[src/rtl/wb_arb_pkg.sv]
// Shared types and constants for the register-file writeback arbiter.
package wb_arb_pkg;

    localparam int REG_ADDR_W = 5;
    localparam int XLEN_DEF   = 32;

    // One writeback request: destination register plus the value to write.
    typedef struct packed {
        logic [REG_ADDR_W-1:0] rd;
        logic [XLEN_DEF-1:0]   data;
    } wb_req_t;

    // PRIO_LSU: normal fixed-priority mode; FORCE_ALU: one-shot ALU grant.
    typedef enum logic {
        PRIO_LSU  = 1'b0,
        FORCE_ALU = 1'b1
    } arb_state_e;

endpackage

[src/rtl/wb_defer_ctr.sv]
// Saturating count of consecutive cycles the ALU lost arbitration.
// hit is a look-ahead: it is high in the cycle whose increment brings the
// count to MAX_DEFER, so the arbiter can switch to FORCE_ALU on that edge.
module wb_defer_ctr #(
    parameter int MAX_DEFER = 4
) (
    input  logic clk,
    input  logic reset,
    input  logic inc,
    input  logic clr,
    output logic hit
);

    localparam int            CW       = $clog2(MAX_DEFER + 1);
    localparam logic [CW-1:0] CNT_MAX  = CW'(MAX_DEFER);
    localparam logic [CW-1:0] CNT_LAST = CW'(MAX_DEFER - 1);

    logic [CW-1:0] cnt;

    assign hit = inc && (cnt == CNT_LAST);

    // Count deferrals; clear wins over increment, and the count never wraps.
    always_ff @(posedge clk) begin
        // NOTE: non-blocking so every flop updates from pre-edge values.
        if (reset) begin
            cnt <= '0;
        end else if (clr) begin
            cnt <= '0;
        end else if (inc && (cnt != CNT_MAX)) begin
            cnt <= cnt + CW'(1);
        end
    end

endmodule

[src/rtl/regfile_wb_arbiter.sv]
// Arbitrates the register file's single write port between the ALU and the
// LSU load-return path: LSU has priority, the ALU is force-granted after
// MAX_DEFER consecutive losses, and writes to x0 are swallowed.
// Optional macro WB_ARB_STATS_EN adds the stat_defer_cnt output.
module regfile_wb_arbiter
    import wb_arb_pkg::*;
#(
    parameter int XLEN      = XLEN_DEF,
    parameter int MAX_DEFER = 4
) (
    input  logic                  clk,
    input  logic                  reset,
    input  logic                  alu_valid,
    output logic                  alu_ready,
    input  logic [REG_ADDR_W-1:0] alu_rd,
    input  logic [XLEN-1:0]       alu_data,
    input  logic                  lsu_valid,
    output logic                  lsu_ready,
    input  logic [REG_ADDR_W-1:0] lsu_rd,
    input  logic [XLEN-1:0]       lsu_data,
    output logic                  wb_wv,
    output logic [REG_ADDR_W-1:0] wb_addr,
    output logic [XLEN-1:0]       wb_data,
    output logic [31:0]           rd_pending
`ifdef WB_ARB_STATS_EN
    ,
    output logic [31:0]           stat_defer_cnt
`endif
);

    arb_state_e state, state_nxt;
    logic       alu_req, lsu_req, same_rd;
    logic       grant_alu, grant_lsu;
    logic       defer_inc, defer_clr, defer_hit;

    // Only requests to a real register compete; x0 requests are absorbed.
    assign alu_req = alu_valid && (alu_rd != '0);
    assign lsu_req = lsu_valid && (lsu_rd != '0);
    assign same_rd = alu_req && lsu_req && (alu_rd == lsu_rd);

    // Grant selection: LSU first, except a forced ALU grant that does not
    // collide with an LSU write to the same register.
    always_comb begin
        // NOTE: defaults first so every path assigns every output (no latch).
        grant_alu = 1'b0;
        grant_lsu = 1'b0;
        if (state == FORCE_ALU) begin
            grant_alu = alu_req && !same_rd;
            grant_lsu = lsu_req && !grant_alu;
        end else begin
            grant_lsu = lsu_req;
            grant_alu = alu_req && !lsu_req;
        end
    end

    assign alu_ready = (alu_valid && (alu_rd == '0)) || grant_alu;
    assign lsu_ready = (lsu_valid && (lsu_rd == '0)) || grant_lsu;

    assign defer_inc = (state == PRIO_LSU) && alu_req && !grant_alu;
    assign defer_clr = (state == FORCE_ALU) || grant_alu || !alu_valid;

    wb_defer_ctr #(.MAX_DEFER(MAX_DEFER)) u_defer_ctr (
        .clk   (clk),
        .reset (reset),
        .inc   (defer_inc),
        .clr   (defer_clr),
        .hit   (defer_hit)
    );

    // Arbitration mode register.
    always_ff @(posedge clk) begin
        if (reset) begin
            state <= PRIO_LSU;
        end else begin
            state <= state_nxt;
        end
    end

    // FORCE_ALU lasts one cycle unless a same-rd collision pushes it back.
    always_comb begin
        state_nxt = state;
        case (state)
            PRIO_LSU:  if (defer_hit) state_nxt = FORCE_ALU;
            FORCE_ALU: state_nxt = same_rd ? FORCE_ALU : PRIO_LSU;
            default:   state_nxt = PRIO_LSU;
        endcase
    end

    // Registered write port; address and data hold when nothing is granted.
    always_ff @(posedge clk) begin
        if (reset) begin
            wb_wv   <= 1'b0;
            wb_addr <= '0;
            wb_data <= '0;
        end else if (grant_alu) begin
            wb_wv   <= 1'b1;
            wb_addr <= alu_rd;
            wb_data <= alu_data;
        end else if (grant_lsu) begin
            wb_wv   <= 1'b1;
            wb_addr <= lsu_rd;
            wb_data <= lsu_data;
        end else begin
            wb_wv   <= 1'b0;
        end
    end

    // Registers with a write still waiting for arbitration or in flight.
    always_comb begin
        rd_pending = '0;
        if (alu_req && !grant_alu) rd_pending[alu_rd] = 1'b1;
        if (lsu_req && !grant_lsu) rd_pending[lsu_rd] = 1'b1;
        if (wb_wv)                 rd_pending[wb_addr] = 1'b1;
        rd_pending[0] = 1'b0;
    end

`ifdef WB_ARB_STATS_EN
    // Total cycles the ALU waited with a real request, saturating.
    always_ff @(posedge clk) begin
        if (reset) begin
            stat_defer_cnt <= '0;
        end else if (alu_req && !grant_alu && (stat_defer_cnt != 32'hFFFF_FFFF)) begin
            stat_defer_cnt <= stat_defer_cnt + 32'd1;
        end
    end
`endif

endmodule

[config.mk]
export PLATFORM = sky130hd
export DESIGN_NAME = regfile_wb_arbiter
export DESIGN_NICKNAME = d
export VERILOG_FILES = /design/src/rtl/wb_arb_pkg.sv /design/src/rtl/wb_defer_ctr.sv /design/src/rtl/regfile_wb_arbiter.sv
export SDC_FILE = /design/constraint.sdc
export NUM_CORES = 1
export LEC_CHECK = 0
export CAP_MARGIN = 40
export CELL_PAD_IN_SITES_DETAIL_PLACEMENT = 2
export CELL_PAD_IN_SITES_GLOBAL_PLACEMENT = 2
export CORE_MARGIN = 3
export CORE_UTILIZATION = 22
export DETAILED_ROUTE_END_ITERATION = 7
export GPL_TIMING_DRIVEN = 0
export HOLD_SLACK_MARGIN = 0.05
export PLACE_DENSITY = 0.86
export REMOVE_ABC_BUFFERS = 1
export SYNTH_ARGS = -nofsm -noshare
export SYNTH_HDL_FRONTEND = slang
export SYNTH_SLANG_ARGS = --single-unit
[constraint.sdc]
create_clock -name clk -period 2.26 [get_ports clk]
set_input_delay 0.339 -clock clk [delete_from_list [all_inputs] [get_ports clk]]
set_output_delay 0.339 -clock clk [all_outputs]
set_load 0.03 [all_outputs]
# After elaboration in Yosys (flattened, before gate mapping)
# Cells that the tools add are included.
[word_totals] regBits=42 input_bits=78 out_inout_bits=72 word_cells=72
[op_classes] n_addsub=1 n_lt_le_gt_ge=6 eq_ne=3 n_mux=20 bitwise_logic=3 n_reduce_logical=34
[op_table] operator="$mux 32" count=5
[op_table] operator="$or 32x32->32" count=2
[op_table] operator="$logic_and 1x1->1" count=18
[op_table] operator="$lt 5x6->1 const B" count=3
[op_table] operator="$demux 1 s5" count=3
[op_table] operator="$ge 5x1->1 const B" count=3
[op_table] operator="$logic_not 5->1" count=2
[op_table] operator="$mux 5" count=2
[op_table] operator="$reduce_bool 5->1" count=2
[op_table] operator="$mux 1" count=9
[op_table] operator="$logic_not 1->1" count=6
[op_table] operator="$eq 5x5->1" count=1
[op_table] operator="$logic_or 1x1->1" count=4
[op_table] operator="$add 3x1->3 const B" count=1
[op_table] operator="$eq 3x2->1 const B" count=1
[op_table] operator="$ne 3x3->1 const B" count=1
[op_table] operator="$pmux 1 s2" count=1
[op_table] operator="$reduce_bool 2->1" count=1
[op_table] operator="$reduce_or 2->1" count=1
[op_table] operator="$not 1->1" count=1

# Logic depth before layout (Yosys ltp)
# Gate-level depths: netlist (run 1).
[logic_depth] ltp_word=14 depth_mapped=8 ltp_nobuf=5

# By module
# Synthesis (run 1) repeated with hierarchy kept, for this count alone.
[unflattened] hier_cells=316 area_unflattened_um2=2747.6
[by_module_without_submodules] mod="regfile_wb_arbiter" instances=1 cells_per_inst=297 area_each_um2=2561.2
[by_module_without_submodules] mod="wb_defer_ctr" instances=1 cells_per_inst=19 area_each_um2=186.4

# Worst setup path after synthesis (run 1)
# No wires, ideal clock.
[synth_timing] path_type="input to output" start="input alu_rd[1]" end="output lsu_ready" arrival_ns=2.232 required_time_ns=1.921 slack_ns=-0.311 cell_stages=7 path_buffers=3 cell_sequence="buf_4 > or3_4 > buf_6 > or2_4 > o2111a_4 > buf_6 > a21boi_0"
[synth_between] elab_chain_len=10 word_cells_on_any_way=11 classes_between="1 x eq/ne; 1 x mux; 9 x reduce/logical"
[synth_lines] element="start, declared" line="regfile_wb_arbiter.sv:15" rtl="input logic [REG_ADDR_W-1:0] alu_rd,"
[synth_lines] element="$reduce_bool 5->1" line="regfile_wb_arbiter.sv:37" rtl="assign alu_req = alu_valid && (alu_rd != '0);"
[synth_lines] element="$logic_and 1x1->1" line="regfile_wb_arbiter.sv:37"
[synth_lines] element="$logic_and 1x1->1 (2 in series)" line="regfile_wb_arbiter.sv:39" rtl="assign same_rd = alu_req && lsu_req && (alu_rd == lsu_rd);"
[synth_lines] element="$logic_not 1->1" line="regfile_wb_arbiter.sv:48" rtl="grant_alu = alu_req && !same_rd;"
[synth_lines] element="$logic_and 1x1->1 (*)" line="regfile_wb_arbiter.sv:48"
[synth_lines] element="$logic_not 1->1 (*)" line="regfile_wb_arbiter.sv:49" rtl="grant_lsu = lsu_req && !grant_alu;"
[synth_lines] element="$logic_and 1x1->1 (*)" line="regfile_wb_arbiter.sv:49"
[synth_lines] element="$mux 1 (*)" line="regfile_wb_arbiter.sv:47" rtl="if (state == FORCE_ALU) begin"
[synth_lines] element="$logic_or 1x1->1 (*)" line="regfile_wb_arbiter.sv:57" rtl="assign lsu_ready = (lsu_valid && (lsu_rd == '0)) || grant_lsu;"
[synth_lines] element="end, declared" line="regfile_wb_arbiter.sv:18" rtl="output logic lsu_ready,"
# Every way passes the cells marked *; elsewhere a longest branch is shown, timed or not.

# Worst setup path after layout (run 1)
[layout_timing] start="input lsu_rd[2]" end="output rd_pending[17]"
[layout_between] elab_chain_len=14 word_cells_on_any_way=27 classes_between="2 x order compare; 1 x eq/ne; 7 x mux; 2 x bitwise; 15 x reduce/logical"
[layout_lines] element="start, declared" line="regfile_wb_arbiter.sv:19" rtl="input logic [REG_ADDR_W-1:0] lsu_rd,"
[layout_lines] element="parallel branches: the longest is 11 deep, another holds $lt 5x6->1"
[layout_lines] element="$mux 32 (*)" line="regfile_wb_arbiter.sv:112" rtl="if (lsu_req && !grant_lsu) rd_pending[lsu_rd] = 1'b1;"
[layout_lines] element="$or 32x32->32 (no line)"
[layout_lines] element="$mux 32 (*)" line="regfile_wb_arbiter.sv:113" rtl="if (wb_wv) rd_pending[wb_addr] = 1'b1;"
[layout_lines] element="end, declared" line="regfile_wb_arbiter.sv:24" rtl="output logic [31:0] rd_pending"
# Every way passes the cells marked *.

==> flow_metrics.env, run 1 <==
export IMPL_switching_share=0.299
export IMPL_setup_viol=0
export IMPL_skew_ns=0.00502
export IMPL_pin_count=150
export IMPL_rr_startpoint="u_defer_ctr.cnt[0]$_SDFFE_PP0P_"
export IMPL_start_kind="input port"
export IMPL_met2_usage=0.331
export IMPL_grtUsageMet3=0.0405
export IMPL_layout_drive_gt1_share=0.338
export IMPL_crit_path_end_kind="output port"
export IMPL_cts_root_buf="clkbuf_16"
export IMPL_busiest_layer="met2"
export IMPL_synthFlopType="dfxtp_1"
export IMPL_tightestPinTransition_ns=0.890
export IMPL_setup_tns_ns=0
export IMPL_cp_depth=8
export IMPL_synth_seq_cells=42
export IMPL_numCtsBuffers=5
export IMPL_core_um2=12300
export IMPL_ys_types=50
export IMPL_fmax_mhz=445
export IMPL_grt_usage=0.179
export IMPL_cpLargestDelayFamily="simple AND/OR/NAND/NOR gates"
export IMPL_grt_pass1_vias=3722
export IMPL_ys_seq_area_frac=0.296
export IMPL_portBuffers=148
export IMPL_first_pass_iters=4
export IMPL_r2r_cells=5
export IMPL_synthesis_area_um2=2840
export IMPL_hold_ws_ns=0.347
export IMPL_worst_skew_pair_late_latency_ns=0.28
export IMPL_reg2reg_to="u_defer_ctr.cnt[1]$_SDFFE_PP0P_"
export IMPL_cts_buffer_depth=2
export IMPL_grt_max_degree=33
export IMPL_grt_pass1_wl_um=20800
export IMPL_nets=559
export IMPL_crit_required_ns=1.92
export IMPL_cp_num_buf_inv=3
export IMPL_place_gp_congestion=0.782
export IMPL_cts_sinks=42
export IMPL_h_tree_depth=2
export IMPL_die_w_um=120
export IMPL_synth_enable_flop_cells=0
export IMPL_slew_violations=0
export IMPL_period_share=0.995
export IMPL_maxCapViolations=0
export IMPL_power_frac_clock=0.339
export IMPL_avgSynthCellArea_um2=8.75
export IMPL_grt_ovfl_total=0
export IMPL_cts_tree="built"
export IMPL_crit_type="input port to output port"
export IMPL_start_util=0.231
export IMPL_seq_power_share=0.350
export IMPL_drc=0
export IMPL_grtUsageMet1=0.210
export IMPL_die_area_um2=14300
export IMPL_syn_to_final_growth_pct=75.7
export IMPL_clkTransAtPathRegs_ns=0.06
export IMPL_r2r_slack_ns=0.36
export IMPL_worstHoldStart="lsu_rd[2]"
export IMPL_ant_nets=0
export IMPL_ys_warn_count=0
export IMPL_period_minus_slack_ns=2.25
export IMPL_crit_slowest_cell="or3_4"
export IMPL_ir_drop_mv=0.364
export IMPL_power_internal_mw=1.68
export IMPL_hold_path_depth=2
export IMPL_min_path_type="input port to flop"
export IMPL_critPathMaxStageDelay_ns=0.43
export IMPL_outcome="finished, final reports clean"
export IMPL_async_reset_ff_frac=0
export IMPL_crit_fanout=11
export IMPL_p_per_area_nw_per_um2=478
export IMPL_syn_inst=325
export IMPL_viasPerCell=5.25
export IMPL_switchingPower_uw=713
export IMPL_post_route_util=0.406
export IMPL_hold_viol=0
export IMPL_hold_end="wb_addr[2]$_SDFFE_PP0P_"
export IMPL_diodes=0
export IMPL_arrival_ns=1.91
export IMPL_power_frac_comb=0.311
export IMPL_wl_per_cell_um=21.7
export IMPL_die_h_um=120
export IMPL_antenna_found_initial=0
export IMPL_slew_headroom=0.392
export IMPL_drt_iter0_markers=188
export IMPL_vias=3399
export IMPL_dpl_hpwl_um=9840
export IMPL_crit_chain="buf_12 -> or3_4 -> o31ai_4 -> buf_6 -> nor2_1 -> nand2_4 -> o221ai_1 -> buf_2"
export IMPL_ctsHoldBuffers=0
export IMPL_p_leak_nw=1.93
export IMPL_rows=40
export IMPL_routed_wl_um=14000
==> cell usage in the layout, fill, tap and decap left out, types with 4 or more instances in the layout <==
master           instances
clkdlybuf4s50_1        102
dfxtp_1                 41
and2_1                  35
nand2_1                 32
buf_4                   30
a221o_2                 29
buf_2                   16
nor2_1                  14
buf_6                   12
o221ai_2                 9
o21ai_1                  8
o21ai_0                  8
a221o_1                  8
a32oi_1                  7
o221ai_1                 7
inv_1                    6
nand3_1                  5
clkbuf_16                5
nand3b_1                 4
xnor2_4                  4
nand2_4                  4
and3_1                   4
nor3b_2                  4
and3b_1                  4
a32oi_2                  4
buf_8                    4
buf_12                   4
==> how the worst max path moves through the flow <==
| stage | end | startpoint |
|---|---|---|
| global placement | rd_pending[20] | lsu_rd[0] |
| global route | rd_pending[3] | lsu_rd[2] |
| floorplan | rd_pending[29] | lsu_rd[3] |
| detailed placement | rd_pending[28] | lsu_rd[0] |
| finish | rd_pending[17] | lsu_rd[2] |
| CTS | rd_pending[9] | alu_rd[1] |
==> through the flow <==
| step | total power [mW] | area (um^2) | setup WS (ns) | std cells |
|---|---|---|---|---|
| floorplan | 1.13 | 2660 | -0.112 | 299 |
| global placement | 1.48 | 4360 | -1.65 | 615 |
| detailed placement | 1.50 | 4410 | -1.75 | 618 |
| CTS | 2.35 | 4760 | -0.0430 | 637 |
| global route | 2.49 | 5000 | -0.0144 | 647 |
| finish | 2.39 | 5000 | 0.0116 | 647 |
==> timing repair <==
action,in CTS,in global routing
pin swaps,15,15
gates cloned,0,1
endpoints found under the setup margin,72,55
resized for setup,329,45
setup buffers,11,9
==> cells in the mapped netlist (3+ instances only) <==
library cell | n | area [um^2]
nor2_1 | 17 | 63.8
buf_6 | 9 | 101
a32oi_1 | 11 | 96.3
nor3b_1 | 5 | 37.5
a221o_2 | 29 | 327
nor3_1 | 4 | 20.0
nand2_1 | 39 | 146
a21boi_0 | 3 | 22.5
nand3b_1 | 4 | 30.0
buf_2 | 3 | 15.0
ha_1 | 3 | 37.5
and3_1 | 4 | 25.0
and3b_1 | 4 | 35.0
xnor2_1 | 6 | 52.6
o21ai_0 | 18 | 90.1
or3b_2 | 3 | 26.3
dfxtp_1 | 42 | 841
o221ai_1 | 16 | 140
inv_1 | 6 | 22.5
or2_2 | 3 | 18.8
nand3_1 | 7 | 35.0
buf_4 | 3 | 22.5
and2_1 | 35 | 219
clkbuf_1 | 10 | 37.5
a221o_1 | 8 | 80.1
==> power by group through the flow <==
stage	registers [mW]	clock network [mW]	logic, mW
finish	0.836	0.810	0.743
global route	0.844	0.858	0.783
CTS	0.833	0.828	0.686
detailed placement	0.849	0	0.654
global placement	0.845	0	0.630
floorplan	0.943	0	0.189
==> state kept, by name (all words and copies together), names as in the netlist <==
register / count
u_defer_ctr.cnt: 3
wb_addr: 5
wb_wv: 1
state: 1
wb_data: 32
==> cell families (layout without fill, tap and decap cells) <==
family,Yosys count,in the layout,share of synthesized area
other,1,1,0.00132
adders and majority gates,3,3,0.0132
muxes,2,2,0.00704
AOI/OAI and AO/OA,103,104,0.323
xor gates and xnor gates,6,6,0.0185
DFF,42,42,0.296
buffers and inverters,32,185,0.0713
and+or+nand+nor,136,136,0.270
==> area by class of cell <==
type,count,area (um^2)
well taps,168,210
fillers,1354,7310
repair buffers,171,1630
clock buffers,7,133
flip-flops and latches,42,845
clock inverters,1,30.0
inverters,6,22.5
multi-input cells,252,2130
==> per-layer routing <==
metal / wire, um / share of wire
met1: 5710 / 0.41
met2: 7270 / 0.52
met3: 860 / 0.061
met4: 180 / 0.013
met5: 0 / 0
Note: power is estimated with default switching activity, not from simulation.
==> inputs of run 2 (changes only) <==
Settings changed: ABC_CLOCK_PERIOD_IN_PS set to 2260, HOLD_SLACK_MARGIN 0.05 to not set.
==> results of run 2 <==
Same layout as run 1: the final DEF is identical, and so are final timing and power.
==> inputs of run 3 (changes only) <==
Settings changed: CORE_MARGIN 3 to 4.
==> run 3 against run 2 <==
Against the previous run:
- sequential power about the same
- clock skew about the same
- cell area increased by 0.85%
- sequential share of layout area decreased by 0.14 points
- worst setup slack got worse by 0.054 ns
- largest cell class unchanged
- the flow now finishes with violations (setup timing)
- highest routed layer unchanged
==> flow_metrics.env, run 3 (synthesis gave the netlist of run 1 again) <==
export IMPL_power_frac_comb=0.309
export IMPL_grt_pass1_vias=3900
export IMPL_drt_iter0_markers=212
export IMPL_cts_root_buf="clkbuf_16"
export IMPL_fmax_mhz=434
export IMPL_r2r_cells=6
export IMPL_die_area_um2=14800
export IMPL_grt_usage=0.195
export IMPL_cts_tree="built"
export IMPL_hold_end="wb_addr[3]$_SDFFE_PP0P_"
export IMPL_rows=41
export IMPL_post_route_util=0.399
export IMPL_grt_ovfl_total=0
export IMPL_crit_required_ns=1.92
export IMPL_diodes=0
export IMPL_rsz0062_at_grt="true"
export IMPL_dp_slack_ns=-1.93
export IMPL_crit_type="input port to output port"
export IMPL_start_kind="input port"
export IMPL_p_leak_nw=1.94
export IMPL_slew_violations=0
export IMPL_place_gp_congestion=0.823
export IMPL_crit_chain="buf_4 -> or3_4 -> o31ai_4 -> buf_4 -> nor3_4 -> a32oi_1 -> o21ai_1 -> buf_4"
export IMPL_critPathMaxStageDelay_ns=0.45
export IMPL_switching_share=0.307
export IMPL_wl_per_cell_um=23.1
export IMPL_seq_power_share=0.347
export IMPL_core_um2=12600
export IMPL_cpLargestDelayFamily="compound AO/OA/AOI/OAI gates"
export IMPL_die_w_um=122
export IMPL_reg2reg_to="u_defer_ctr.cnt[0]$_SDFFE_PP0P_"
export IMPL_drc=0
export IMPL_rr_startpoint="u_defer_ctr.cnt[0]$_SDFFE_PP0P_"
export IMPL_start_util=0.225
export IMPL_numCtsBuffers=5
export IMPL_cts_buffer_depth=2
export IMPL_period_share=1.02
export IMPL_r2r_slack_ns=0.48
export IMPL_placed_cells=621
export IMPL_grt_pass1_wl_um=22500
export IMPL_pin_count=150
export IMPL_viasPerCell=5.21
export IMPL_ant_nets=0
export IMPL_grt_max_degree=32
export IMPL_p_per_area_nw_per_um2=478
export IMPL_syn_to_final_growth_pct=77.2
export IMPL_routed_wl_um=15200
export IMPL_first_pass_iters=4
export IMPL_crit_fanout=11
export IMPL_final_common_cell="clkdlybuf4s50_1"
export IMPL_maxCapViolations=0
export IMPL_regMostFlops="wb_data"
export IMPL_layout_common_cells="clkdlybuf4s50_1 (103), dfxtp_1 (41), buf_4 (40), and2_1 (35), nand2_1 (33)"
export IMPL_hold_viol=0
export IMPL_outcome="finished, violations left"
export IMPL_skew_ns=0.00465
export IMPL_clkTransAtPathRegs_ns=0.06
export IMPL_cts_sinks=42
export IMPL_vias=3424
export IMPL_slew_headroom=0.537
export IMPL_reg_top3="wb_data (32), wb_addr (5), u_defer_ctr.cnt (3)"
export IMPL_hold_path_depth=2
export IMPL_violations="setup timing"
export IMPL_cp_num_buf_inv=3
export IMPL_crit_path_end_kind="output port"
export IMPL_ir_drop_mv=0.415
export IMPL_power_internal_mw=1.67
export IMPL_min_path_type="input port to flop"
export IMPL_crit_path_start="lsu_rd[2]"
export IMPL_period_minus_slack_ns=2.30
export IMPL_power_frac_clock=0.343
export IMPL_worst_slack_ns=-0.0419
export IMPL_nets=565
export IMPL_worstHoldStart="alu_rd[3]"
export IMPL_final_cells=657
export IMPL_antenna_found_initial=0
export IMPL_h_tree_depth=2
export IMPL_crit_top_cell="buf_4"
export IMPL_worst_skew_pair_late_latency_ns=0.29
export IMPL_dpl_hpwl_um=10500
export IMPL_setup_viol=1
export IMPL_crit_slowest_cell="or3_4"
export IMPL_switchingPower_uw=741
export IMPL_die_h_um=122
export IMPL_portBuffers=148
export IMPL_arrival_ns=1.96
export IMPL_tightestPinTransition_ns=0.676
export IMPL_largest_register_ffs=32
export IMPL_layout_drive_gt1_share=0.334
[run 3: through the flow]
stage / hold WS [ns] / cell area [um^2] / TNS, ns / power [mW]
after CTS: 0.328 / 4760 / -0.188 / 2.38
after global routing: 0.367 / 5040 / -0.775 / 2.52
after detailed placement: 0.486 / 4400 / -94.73 / 1.51
after global placement: 0.465 / 4360 / -103.87 / 1.48
final: 0.377 / 5040 / -0.0419 / 2.41
after floorplan: 0.408 / 2660 / -3.89 / 1.13
[run 3: layer usage]
| layer | vias up | track usage | share of wire |
|---|---|---|---|
| met5 | - | 0 | 0 |
| met3 | 22 | 0.0780 | 0.10 |
| met2 | 172 | 0.349 | 0.50 |
| li1 | 1566 | - | - |
| met4 | 0 | 0.0532 | 0.018 |
| met1 | 1664 | 0.213 | 0.38 |
[run 3: power by group through the flow]
stage | logic [mW] | registers [mW] | clock network (mW)
floorplan | 0.189 | 0.943 | 0
CTS | 0.696 | 0.836 | 0.849
global route | 0.787 | 0.846 | 0.886
detailed placement | 0.656 | 0.851 | 0
finish | 0.746 | 0.838 | 0.827
global placement | 0.631 | 0.846 | 0
[run 3: area by class of cell]
type | count | area (um^2)
inverter | 6 | 22.5
timing repair buffer | 176 | 1650
fill | 1401 | 7580
clock buffer | 7 | 133
multi-input combinational | 253 | 2150
sequential | 42 | 845
tap | 172 | 215
clock inverter | 1 | 30.0
[run 3: timing repair]
item | CTS | global route
cloned | 2 | 0
endpoints found under the setup margin | 72 | 63
resized for setup | 313 | 51
hold endpoints to repair | 0 | 0
pin swaps | 19 | 17
hold buffers | 0 | 0
setup buffers | 12 | 13
[run 3: worst max-delay path by stage]
stage,to,depth (start not counted),slack (ns)
after detailed placement,rd_pending[28],7,-1.93
after global placement,rd_pending[20],7,-1.75
after global routing,rd_pending[24],8,-0.09
after floorplan,rd_pending[29],5,-0.11
final,rd_pending[24],8,-0.04
after CTS,rd_pending[5],7,-0.04
